File: src/rtl/uart_pkg.sv
// Shared encodings and constants for the UART packet receiver.
// Framer and handshake state types live here so the bench can name them too.
package uart_pkg;

   localparam int DATA_BITS      = 8;
   localparam int OVERSAMPLE_DEF = 16;

   typedef enum logic [2:0] {
      F_IDLE  = 3'd0,
      F_START = 3'd1,
      F_DATA  = 3'd2,
      F_STOP  = 3'd3,
      F_BREAK = 3'd4
   } framer_state_e;

   typedef enum logic [1:0] {
      H_EMPTY = 2'd0,
      H_FULL  = 2'd1,
      H_DRAIN = 2'd2
   } hs_state_e;

endpackage

File: src/rtl/uart_packet_rx_if.sv
// Four-phase byte handshake between the receiver (master) and the loader (slave).
interface uart_packet_rx_if;
   import uart_pkg::*;

   logic                 packet_ready;
   logic [DATA_BITS-1:0] uart_packet;
   logic                 packet_ack;

   modport master (output packet_ready, output uart_packet, input packet_ack);
   modport slave  (input packet_ready, input uart_packet, output packet_ack);

endinterface

File: src/rtl/uart_baud_tick.sv
// Free-running oversample tick: one-clock pulse every CLK_HZ/(BAUD*OVERSAMPLE) clocks.
module uart_baud_tick #(
   parameter int CLK_HZ     = 100_000_000,
   parameter int BAUD       = 115200,
   parameter int OVERSAMPLE = 16
) (
   input  logic clk,
   input  logic rst_n,
   output logic tick
);

   localparam int DIV = CLK_HZ / (BAUD * OVERSAMPLE);
   localparam int CW  = (DIV > 2) ? $clog2(DIV) : 1;

   generate
      if (DIV < 2) begin : g_div_check
         $error("uart_baud_tick: clock divider below 2");
      end
   endgenerate

   logic [CW-1:0] cnt_r;
   logic          tick_r;

   // Divider counter; tick is registered at the wrap
   always_ff @(posedge clk or negedge rst_n) begin
      if (!rst_n) begin
         cnt_r  <= '0;
         tick_r <= 1'b0;
      end else if (cnt_r == CW'(DIV - 1)) begin
         cnt_r  <= '0;
         tick_r <= 1'b1;
      end else begin
         cnt_r  <= cnt_r + CW'(1);
         tick_r <= 1'b0;
      end
   end

   assign tick = tick_r;

endmodule

File: src/rtl/uart_packet_rx.sv
// 8N1 serial receiver delivering each byte over a four-phase ready/ack handshake.
module uart_packet_rx
   import uart_pkg::*;
#(
   parameter int CLK_HZ     = 100_000_000,
   parameter int BAUD       = 115200,
   parameter int OVERSAMPLE = OVERSAMPLE_DEF
) (
   input  logic              clk,
   input  logic              rst_n,
   input  logic              rx,
   uart_packet_rx_if.master  bus,
   output logic              framing_error,
   output logic              overrun
);

   localparam int TW = $clog2(OVERSAMPLE) + 1;
   localparam logic [TW-1:0] HALF_LAST = TW'(OVERSAMPLE / 2 - 1);
   localparam logic [TW-1:0] FULL_LAST = TW'(OVERSAMPLE - 1);

   logic [1:0]           sync_r;
   logic                 rx_s;
   logic                 tick_s;
   framer_state_e        fr_r, fr_nx;
   logic [TW-1:0]        tcnt_r, tcnt_nx;
   logic [2:0]           bit_r, bit_nx;
   logic [DATA_BITS-1:0] shift_r, shift_nx;
   logic                 sample_s, deliver_s, ferr_s;
   hs_state_e            hs_r, hs_nx;
   logic                 load_s, ovr_s;
   logic                 ready_r, ferr_r, overrun_r;
   logic [DATA_BITS-1:0] packet_r;

   uart_baud_tick #(.CLK_HZ(CLK_HZ), .BAUD(BAUD), .OVERSAMPLE(OVERSAMPLE)) u_tick (
      .clk   (clk),
      .rst_n (rst_n),
      .tick  (tick_s)
   );

   // Two-flop synchronizer, idle-high reset value
   always_ff @(posedge clk or negedge rst_n) begin
      if (!rst_n) begin
         sync_r <= 2'b11;
      end else begin
         sync_r <= {sync_r[0], rx};
      end
   end

   assign rx_s     = sync_r[1];
   assign sample_s = tick_s && (tcnt_r == ((fr_r == F_START) ? HALF_LAST : FULL_LAST));

   // Framer next-state: tick counter restarts at every sample point
   always_comb begin
      fr_nx     = fr_r;
      tcnt_nx   = tcnt_r;
      bit_nx    = bit_r;
      shift_nx  = shift_r;
      deliver_s = 1'b0;
      ferr_s    = 1'b0;
      if (fr_r == F_START || fr_r == F_DATA || fr_r == F_STOP) begin
         if (sample_s) begin
            tcnt_nx = '0;
         end else if (tick_s) begin
            tcnt_nx = tcnt_r + TW'(1);
         end else begin
            tcnt_nx = tcnt_r;
         end
      end else begin
         tcnt_nx = '0;
      end
      case (fr_r)
         F_IDLE: begin
            if (!rx_s) fr_nx = F_START;
            else       fr_nx = F_IDLE;
         end
         F_START: begin
            if (sample_s && !rx_s) begin
               fr_nx  = F_DATA;
               bit_nx = 3'd0;
            end else if (sample_s) begin
               fr_nx = F_IDLE;
            end else begin
               fr_nx = F_START;
            end
         end
         F_DATA: begin
            if (sample_s) begin
               shift_nx = {rx_s, shift_r[DATA_BITS-1:1]};
               if (bit_r == 3'd7) fr_nx = F_STOP;
               else               bit_nx = bit_r + 3'd1;
            end else begin
               fr_nx = F_DATA;
            end
         end
         F_STOP: begin
            if (sample_s && rx_s) begin
               deliver_s = 1'b1;
               fr_nx     = F_IDLE;
            end else if (sample_s) begin
               ferr_s = 1'b1;
               fr_nx  = F_BREAK;
            end else begin
               fr_nx = F_STOP;
            end
         end
         F_BREAK: begin
            if (rx_s) fr_nx = F_IDLE;
            else      fr_nx = F_BREAK;
         end
         default: fr_nx = F_IDLE;
      endcase
   end

   // Framer state, counters and shift register
   always_ff @(posedge clk or negedge rst_n) begin
      if (!rst_n) begin
         fr_r    <= F_IDLE;
         tcnt_r  <= '0;
         bit_r   <= 3'd0;
         shift_r <= '0;
      end else begin
         fr_r    <= fr_nx;
         tcnt_r  <= tcnt_nx;
         bit_r   <= bit_nx;
         shift_r <= shift_nx;
      end
   end

   // Handshake next-state; a delivery outside EMPTY is an overrun
   always_comb begin
      hs_nx  = hs_r;
      load_s = 1'b0;
      ovr_s  = 1'b0;
      case (hs_r)
         H_EMPTY: begin
            if (deliver_s) begin
               load_s = 1'b1;
               hs_nx  = H_FULL;
            end else begin
               hs_nx = H_EMPTY;
            end
         end
         H_FULL: begin
            ovr_s = deliver_s;
            if (bus.packet_ack) hs_nx = H_DRAIN;
            else                hs_nx = H_FULL;
         end
         H_DRAIN: begin
            ovr_s = deliver_s;
            if (!bus.packet_ack) hs_nx = H_EMPTY;
            else                 hs_nx = H_DRAIN;
         end
         default: hs_nx = H_EMPTY;
      endcase
   end

   // Handshake state and registered outputs
   always_ff @(posedge clk or negedge rst_n) begin
      if (!rst_n) begin
         hs_r      <= H_EMPTY;
         ready_r   <= 1'b0;
         packet_r  <= 8'h00;
         ferr_r    <= 1'b0;
         overrun_r <= 1'b0;
      end else begin
         hs_r      <= hs_nx;
         ready_r   <= (hs_nx == H_FULL);
         packet_r  <= load_s ? shift_r : packet_r;
         ferr_r    <= ferr_s;
         overrun_r <= overrun_r | ovr_s;
      end
   end

   assign bus.packet_ready = ready_r;
   assign bus.uart_packet  = packet_r;
   assign framing_error    = ferr_r;
   assign overrun          = overrun_r;

endmodule

File: src/flat_wrapper.sv
// flat-port wrapper written by rule: the top's interface ports become plain ports
module uart_packet_rx_flat import uart_pkg::*;
#(
   parameter int CLK_HZ     = 100_000_000,
   parameter int BAUD       = 115200,
   parameter int OVERSAMPLE = OVERSAMPLE_DEF
)
  (clk, rst_n, rx, framing_error, overrun, bus_packet_ready, bus_uart_packet, bus_packet_ack);
  uart_packet_rx_if bus_i ();
  input  logic clk;
  input  logic rst_n;
  input  logic rx;
  output logic framing_error;
  output logic overrun;
  output wire logic [$bits(bus_i.packet_ready)-1:0] bus_packet_ready;
  output wire logic [$bits(bus_i.uart_packet)-1:0] bus_uart_packet;
  input wire logic [$bits(bus_i.packet_ack)-1:0] bus_packet_ack;
  assign bus_packet_ready = bus_i.packet_ready;
  assign bus_uart_packet = bus_i.uart_packet;
  assign bus_i.packet_ack = bus_packet_ack;
  uart_packet_rx #(.CLK_HZ(CLK_HZ), .BAUD(BAUD), .OVERSAMPLE(OVERSAMPLE)) u_core (.clk(clk), .rst_n(rst_n), .rx(rx), .bus(bus_i), .framing_error(framing_error), .overrun(overrun));
endmodule
File: config.mk
export PLATFORM = sky130hd
export DESIGN_NAME = uart_packet_rx_flat
export DESIGN_NICKNAME = d
export VERILOG_FILES = /design/src/rtl/uart_pkg.sv /design/src/rtl/uart_packet_rx_if.sv /design/src/rtl/uart_baud_tick.sv /design/src/rtl/uart_packet_rx.sv /design/src/flat_wrapper.sv
export SDC_FILE = /design/constraint.sdc
export NUM_CORES = 1
export LEC_CHECK = 0
export ABC_CLOCK_PERIOD_IN_PS = 4200
export CAP_MARGIN = 5
export CORE_ASPECT_RATIO = 1.25
export CORE_MARGIN = 3
export CORE_UTILIZATION = 41
export CTS_CLUSTER_SIZE = 40
export DETAILED_ROUTE_END_ITERATION = 8
export HOLD_SLACK_MARGIN = 0.08
export PLACE_DENSITY_LB_ADDON = 0.08
export SYNTH_ARGS = -nofsm -noshare
export SYNTH_HDL_FRONTEND = slang
export SYNTH_SLANG_ARGS = --single-unit
File: constraint.sdc
create_clock -name clk -period 4.2 [get_ports clk]
set_input_delay 0.42 -clock clk [delete_from_list [all_inputs] [get_ports clk]]
set_output_delay 0.42 -clock clk [all_outputs]
set_load 0.005 [all_outputs]
# Yosys cells after proc, flatten, opt, wreduce, memory -nomap -nowiden

Cells that the tools add are included.

Flip-flop bits (word level): 41
Output and inout port bits: 11
Input port bits: 4

Add/sub/neg operators: 3
Muxes and demuxes: 31
Equality and inequality tests: 15
Reduce and logical (&&, ||, !) cells: 12
Bitwise logic cells: 1

Operator list:

| cell                  | number |
|---|---|
| $mux W3               | 9 |
| $mux W5               | 3 |
| $pmux W3 S5           | 1 |
| $mux W1               | 12 |
| $add A6 B1 Y6 const B | 1 |
| $eq A3 B2 Y1 const B  | 2 |
| $eq A3 B3 Y1 const B  | 2 |
| $eq A6 B6 Y1 const B  | 1 |
| $mux W6               | 1 |
| $pmux W2 S3           | 1 |
| $pmux W3 S2           | 1 |
| $add A5 B1 Y5 const B | 1 |
| $eq A5 B5 Y1          | 1 |
| $eq A2 B1 Y1 const B  | 2 |
| $mux W2               | 2 |
| $mux W4               | 1 |
| $ne A2 B2 Y1 const B  | 2 |
| $reduce_and A4 Y1     | 1 |
| $add A3 B1 Y3 const B | 1 |
| $eq A3 B1 Y1 const B  | 1 |
| $logic_and A1 B1 Y1   | 3 |
| $logic_not A3 Y1      | 1 |
| $ne A3 B2 Y1 const B  | 1 |
| $ne A3 B3 Y1 const B  | 1 |
| 9 further kinds       | 10 |

# Depth between registers and ports, before layout

Depth after elaboration: 10
Gate-level depth with buffers: 6
Depth with buffers taken out: 6

# Cells and area by module

Synthesis repeated with hierarchy kept, for this count alone.

Cells, all modules: 155
Area total of the unflattened synthesis: 1914.3 µm²

By module, submodules not included:

| module         | instances | sequential area each (µm²) | area an instance (µm²) | cells each |
|---|---|---|---|---|
| uart_packet_rx | 1         | 853.3                      | 1610.3                 | 126 |
| uart_baud_tick | 1         | 175.2                      | 304.0                  | 29 |

# Least setup slack after synthesis

No wires, ideal clock.

Path kind: reg-to-reg
From: register u_core.tcnt_r[0]
To: register u_core.packet_r[0] (netlist: u_core.bus.uart_packet[0])
Stages on the path, launching flop included: 7
Path buffers: 1
Required time: 4.075 ns
Arrival: 1.587 ns
Setup time: 0.125 ns
Path slack: 2.488 ns
Path through: dfrtp_1 -> ha_1 -> nand4_2 -> nor4_2 -> and3_1 -> buf_6 -> mux2_4

Cells in the longest elaborated chain, start to end: 7

Ends and longest elaborated chain:

| element                | line                  | text |
|---|---|---|
| from (decl)            | uart_packet_rx.sv:25  | `logic [TW-1:0] tcnt_r, tcnt_nx;` |
| from (signal assigned) | uart_packet_rx.sv:123 | `tcnt_r <= tcnt_nx;` |
| $eq A5 B5 Y1           | uart_packet_rx.sv:50  | `assign sample_s = tick_s && (tcnt_r == ((fr_r == F_START) ? HALF_LAST : FULL_LAST));` |
| $logic_and A1 B1 Y1    | uart_packet_rx.sv:50  |  |
| $logic_and A1 B1 Y1    | uart_packet_rx.sv:96  | `if (sample_s && rx_s) begin` |
| $mux W1                | uart_packet_rx.sv:96  |  |
| $mux W1                | uart_packet_rx.sv:71  | `case (fr_r)` |
| $mux W1                | uart_packet_rx.sv:136 | `if (deliver_s) begin` |
| $mux W1                | uart_packet_rx.sv:134 | `case (hs_r)` |
| to (signal assigned)   | uart_packet_rx.sv:168 | `packet_r <= load_s ? shift_r : packet_r;` |
| to (decl)              | uart_packet_rx.sv:32  | `logic [DATA_BITS-1:0] packet_r;` |

No other way between the ends.
A chain may end at the register's enable or synchronous reset.

# Worst setup path in the final report

From: register u_core.tcnt_r[0]
To: register u_core.packet_r[1] (netlist: u_core.bus.uart_packet[1])

The elaborated chain is that of the path after synthesis.

==> flow_metrics.env <==
export IMPL_route_detailed_drc=0
export IMPL_cts_hold_buf=0
export IMPL_ys_ff_latch=41
export IMPL_cts_htree_levels=2
export IMPL_synth_seq_area_share_pct=53.17
export IMPL_num_io_pins=15
export IMPL_cts_sinks=41
export IMPL_dp_cells=226
export IMPL_clk_path_buf_depth=2
export IMPL_startpoint="u_core.tcnt_r[0]"
export IMPL_syn_inst=159
export IMPL_yosysMostFrequentCell="dfrtp_1"
export IMPL_synth_fa_ha_area_share_pct=5.821
export IMPL_synth_edf_count=0
export IMPL_track_usage_pct=13.59
export IMPL_fmaxAchievable_mhz=478.3
export IMPL_synth_cell_type_count=47
export IMPL_postCtsSetupBuffers=0
export IMPL_r2r_start="u_core.tcnt_r[0]"
export IMPL_p_per_area_nw_per_um2=349.7
export IMPL_ys_flop_type="dfrtp_1"
export IMPL_hold_path_class="in2async"
export IMPL_synth_commonest_cells="dfrtp_1, nor2_1, ha_1"
export IMPL_crit_type="reg2reg"
export IMPL_synth_area_leader_cell="dfrtp_1"
export IMPL_crit_slowest_cell="and3_1"
export IMPL_wl_per_cell_microns=13.99
export IMPL_layout_drive_gt1_share_pct=15.34
export IMPL_clk_latency_ps=290
export IMPL_drtAntennaViolNets=0
export IMPL_slew_headroom_pct=38.86
export IMPL_skew_ps=7.635
export IMPL_coreArea_sq_um=4493
export IMPL_fin_cells=234
export IMPL_synth_xor_area_share_pct=2.264
export IMPL_dieWidth_microns=67.44
export IMPL_cts_tree="yes"
export IMPL_synth_avg_cell_area_sq_um=12.17
export IMPL_final_setup_viol_count=0
export IMPL_cts_root_buf="clkbuf_8"
export IMPL_hold_violations=0
export IMPL_dieArea_sq_um=5583
export IMPL_area_growth_pct=16.43
export IMPL_port_buffers=14
export IMPL_cpPeakStageDelay_ps=550
export IMPL_ys_warn_count=0
export IMPL_maxSlewViolCount=0
export IMPL_grt_setup_unrepaired="false"
export IMPL_cts_resized_gates=0
export IMPL_ys_async_sr_fraction_pct=100.0
export IMPL_antenna_cells=0
export IMPL_num_rows=27
export IMPL_synth_top_area_share_pct=50.45
export IMPL_first_pass_iters=4
export IMPL_yosys_area_share_simple_pct=14.75
export IMPL_grt_pass1_vias=1185
export IMPL_start_util_pct=43.05
export IMPL_grt_max_degree=42
export IMPL_dp_hpwl_microns=2276
export IMPL_drt_total_wl_microns=3274
export IMPL_die_h_microns=82.80
export IMPL_syn_num_nets=172
export IMPL_maxCapViolCount=0
export IMPL_synthMuxAreaShare_pct=11.38
export IMPL_worstPathMaxFanout=10
export IMPL_period_share_pct=49.78
export IMPL_grt_pass1_wl_microns=5609
export IMPL_endpoint_kind="flip-flop"
export IMPL_viasPerCell=5.248
export IMPL_finalCriticalPeriod_ps=2091
export IMPL_synth_top_family_by_area="simple AND/OR/NAND/NOR gates"
export IMPL_fin_setup_tns_ps=0
export IMPL_dr_total_vias=1228
export IMPL_grt_overflow=0
export IMPL_tightest_slew_ps=917.1
export IMPL_final_nets=188
export IMPL_drt_iter0_markers=40
export IMPL_synth_compound_area_share_pct=9.638
export IMPL_worst_endpoint_required_ps=4380
export IMPL_worstPathArrival_ps=2270
export IMPL_cp_cell_sequence="ha_1 -> nand4_2 -> nor4_2 -> and3_1 -> mux2_4"
export IMPL_timing_hold_ws_ps=258.3
export IMPL_numCtsBuffers=5
export IMPL_outcome="finished clean"
export IMPL_synth_area_leaders="dfrtp_1, mux2_4, ha_1"
export IMPL_place_congestion=0.7327
export IMPL_antenna_found_initial=0
export IMPL_leakagePower_nw=1.058
export IMPL_irDropWorstVdd_v=0.0001805
export IMPL_cp_start_kind="flip-flop"
export IMPL_netlist_area_sq_um=1934
export IMPL_nFillCells=412
export IMPL_totalPowerFinal_w=0.0007876
export IMPL_clk_pin_slew_worst_paths_ps=80
critical path: cells and delay by family (launching register included):
family	cells	cell delay, ps
fa+ha+maj	1	240
mux	1	350
flops	1	410
simple gates	3	990
logic make-up (layout without fill, tap and decap cells):
group,Yosys count,after routing
compound gates,28,28
xor+xnor,5,5
fa+ha+maj,9,9
buf+inv,13,30
flops,41,41
mux,17,17
simple gates,46,46
where the power goes:
part	internal, W	leakage, nW	switching (W)	total (W)
combinational	0.00000231	0.443	0.00000878	0.0000111
clock	0.000239	0.0687	0.000140	0.000379
sequential	0.000396	0.546	0.00000147	0.000398
total	0.000638	1.06	0.000150	0.000788
placed cells by master, fill, tap and decap left out, types with 3 or more instances in the layout:
cell type and n:
nand3_1 4, mux2_2 3, o31ai_1 3, clkdlybuf4s50_1 13, clkbuf_8 5, nand2b_1 3, nand2_1 6, inv_1 8
mux2_4 8, ha_1 9, nand4_1 3, o21ai_0 5, a21oi_1 3, o21ai_1 4, dfrtp_1 39, xor2_1 3
mux2_1 5, nor2_1 14
worst paths after layout:
path / end / slack, ps / cells past startpoint
max in group asynchronous: u_core.u_tick.cnt_r[0] / 3370 / 1
setup / recovery: u_core.bus.uart_packet[1] / 2110 / 5
hold reg to reg: u_core.sync_r[1] / 360 / 0
setup reg to reg: u_core.bus.uart_packet[1] / 2110 / 5
hold / removal: u_core.hs_r[1] / 260 / 1
min in group clk: u_core.sync_r[1] / 360 / 0
metal layers:
layer / share of wire, % / global-route usage [%] / routed length, microns / vias up
met5: 0 / 0 / 0 / -
met4: 1.6 / 6.085 / 54 / 0
met3: 4.1 / 3.235 / 135 / 6
met2: 51 / 21.73 / 1666 / 29
met1: 43 / 17.37 / 1417 / 589
li1: - / - / - / 604
cell type report:
| class | instances | area, sq um | area share [%] |
|---|---|---|---|
| inverters | 8 | 30.03 | 1.333 |
| well taps | 58 | 72.57 | 3.222 |
| multi-input cells | 105 | 848.3 | 37.67 |
| clock buffers | 5 | 68.82 | 3.056 |
| clock inverters | 3 | 68.82 | 3.056 |
| flip-flops and latches | 41 | 1028 | 45.67 |
| repair buffers | 14 | 135.1 | 6.000 |
per-stage QoR:
stage	area [sq um]	worst slack, ps	utilization [%]
after floorplan	1934	2488	-
after global placement	2115	2171	47.06
after detailed placement	2115	2080	47.06
after CTS	2252	2083	50.13
after global routing	2252	1928	50.13
final	2252	2109	50.13
registers in the layout (all words and copies together) (netlist names):
register / cells
u_core.u_tick.cnt_r: 6
u_core.bus.uart_packet: 8
u_core.fr_r: 3
u_core.bus.packet_ready: 1
u_core.bit_r: 3
u_core.hs_r: 2
u_core.framing_error: 1
u_core.overrun: 1
u_core.shift_r: 8
u_core.tcnt_r: 5
u_core.u_tick.tick: 1
u_core.sync_r: 2
No activity file was read; power rests on OpenSTA's default activity.
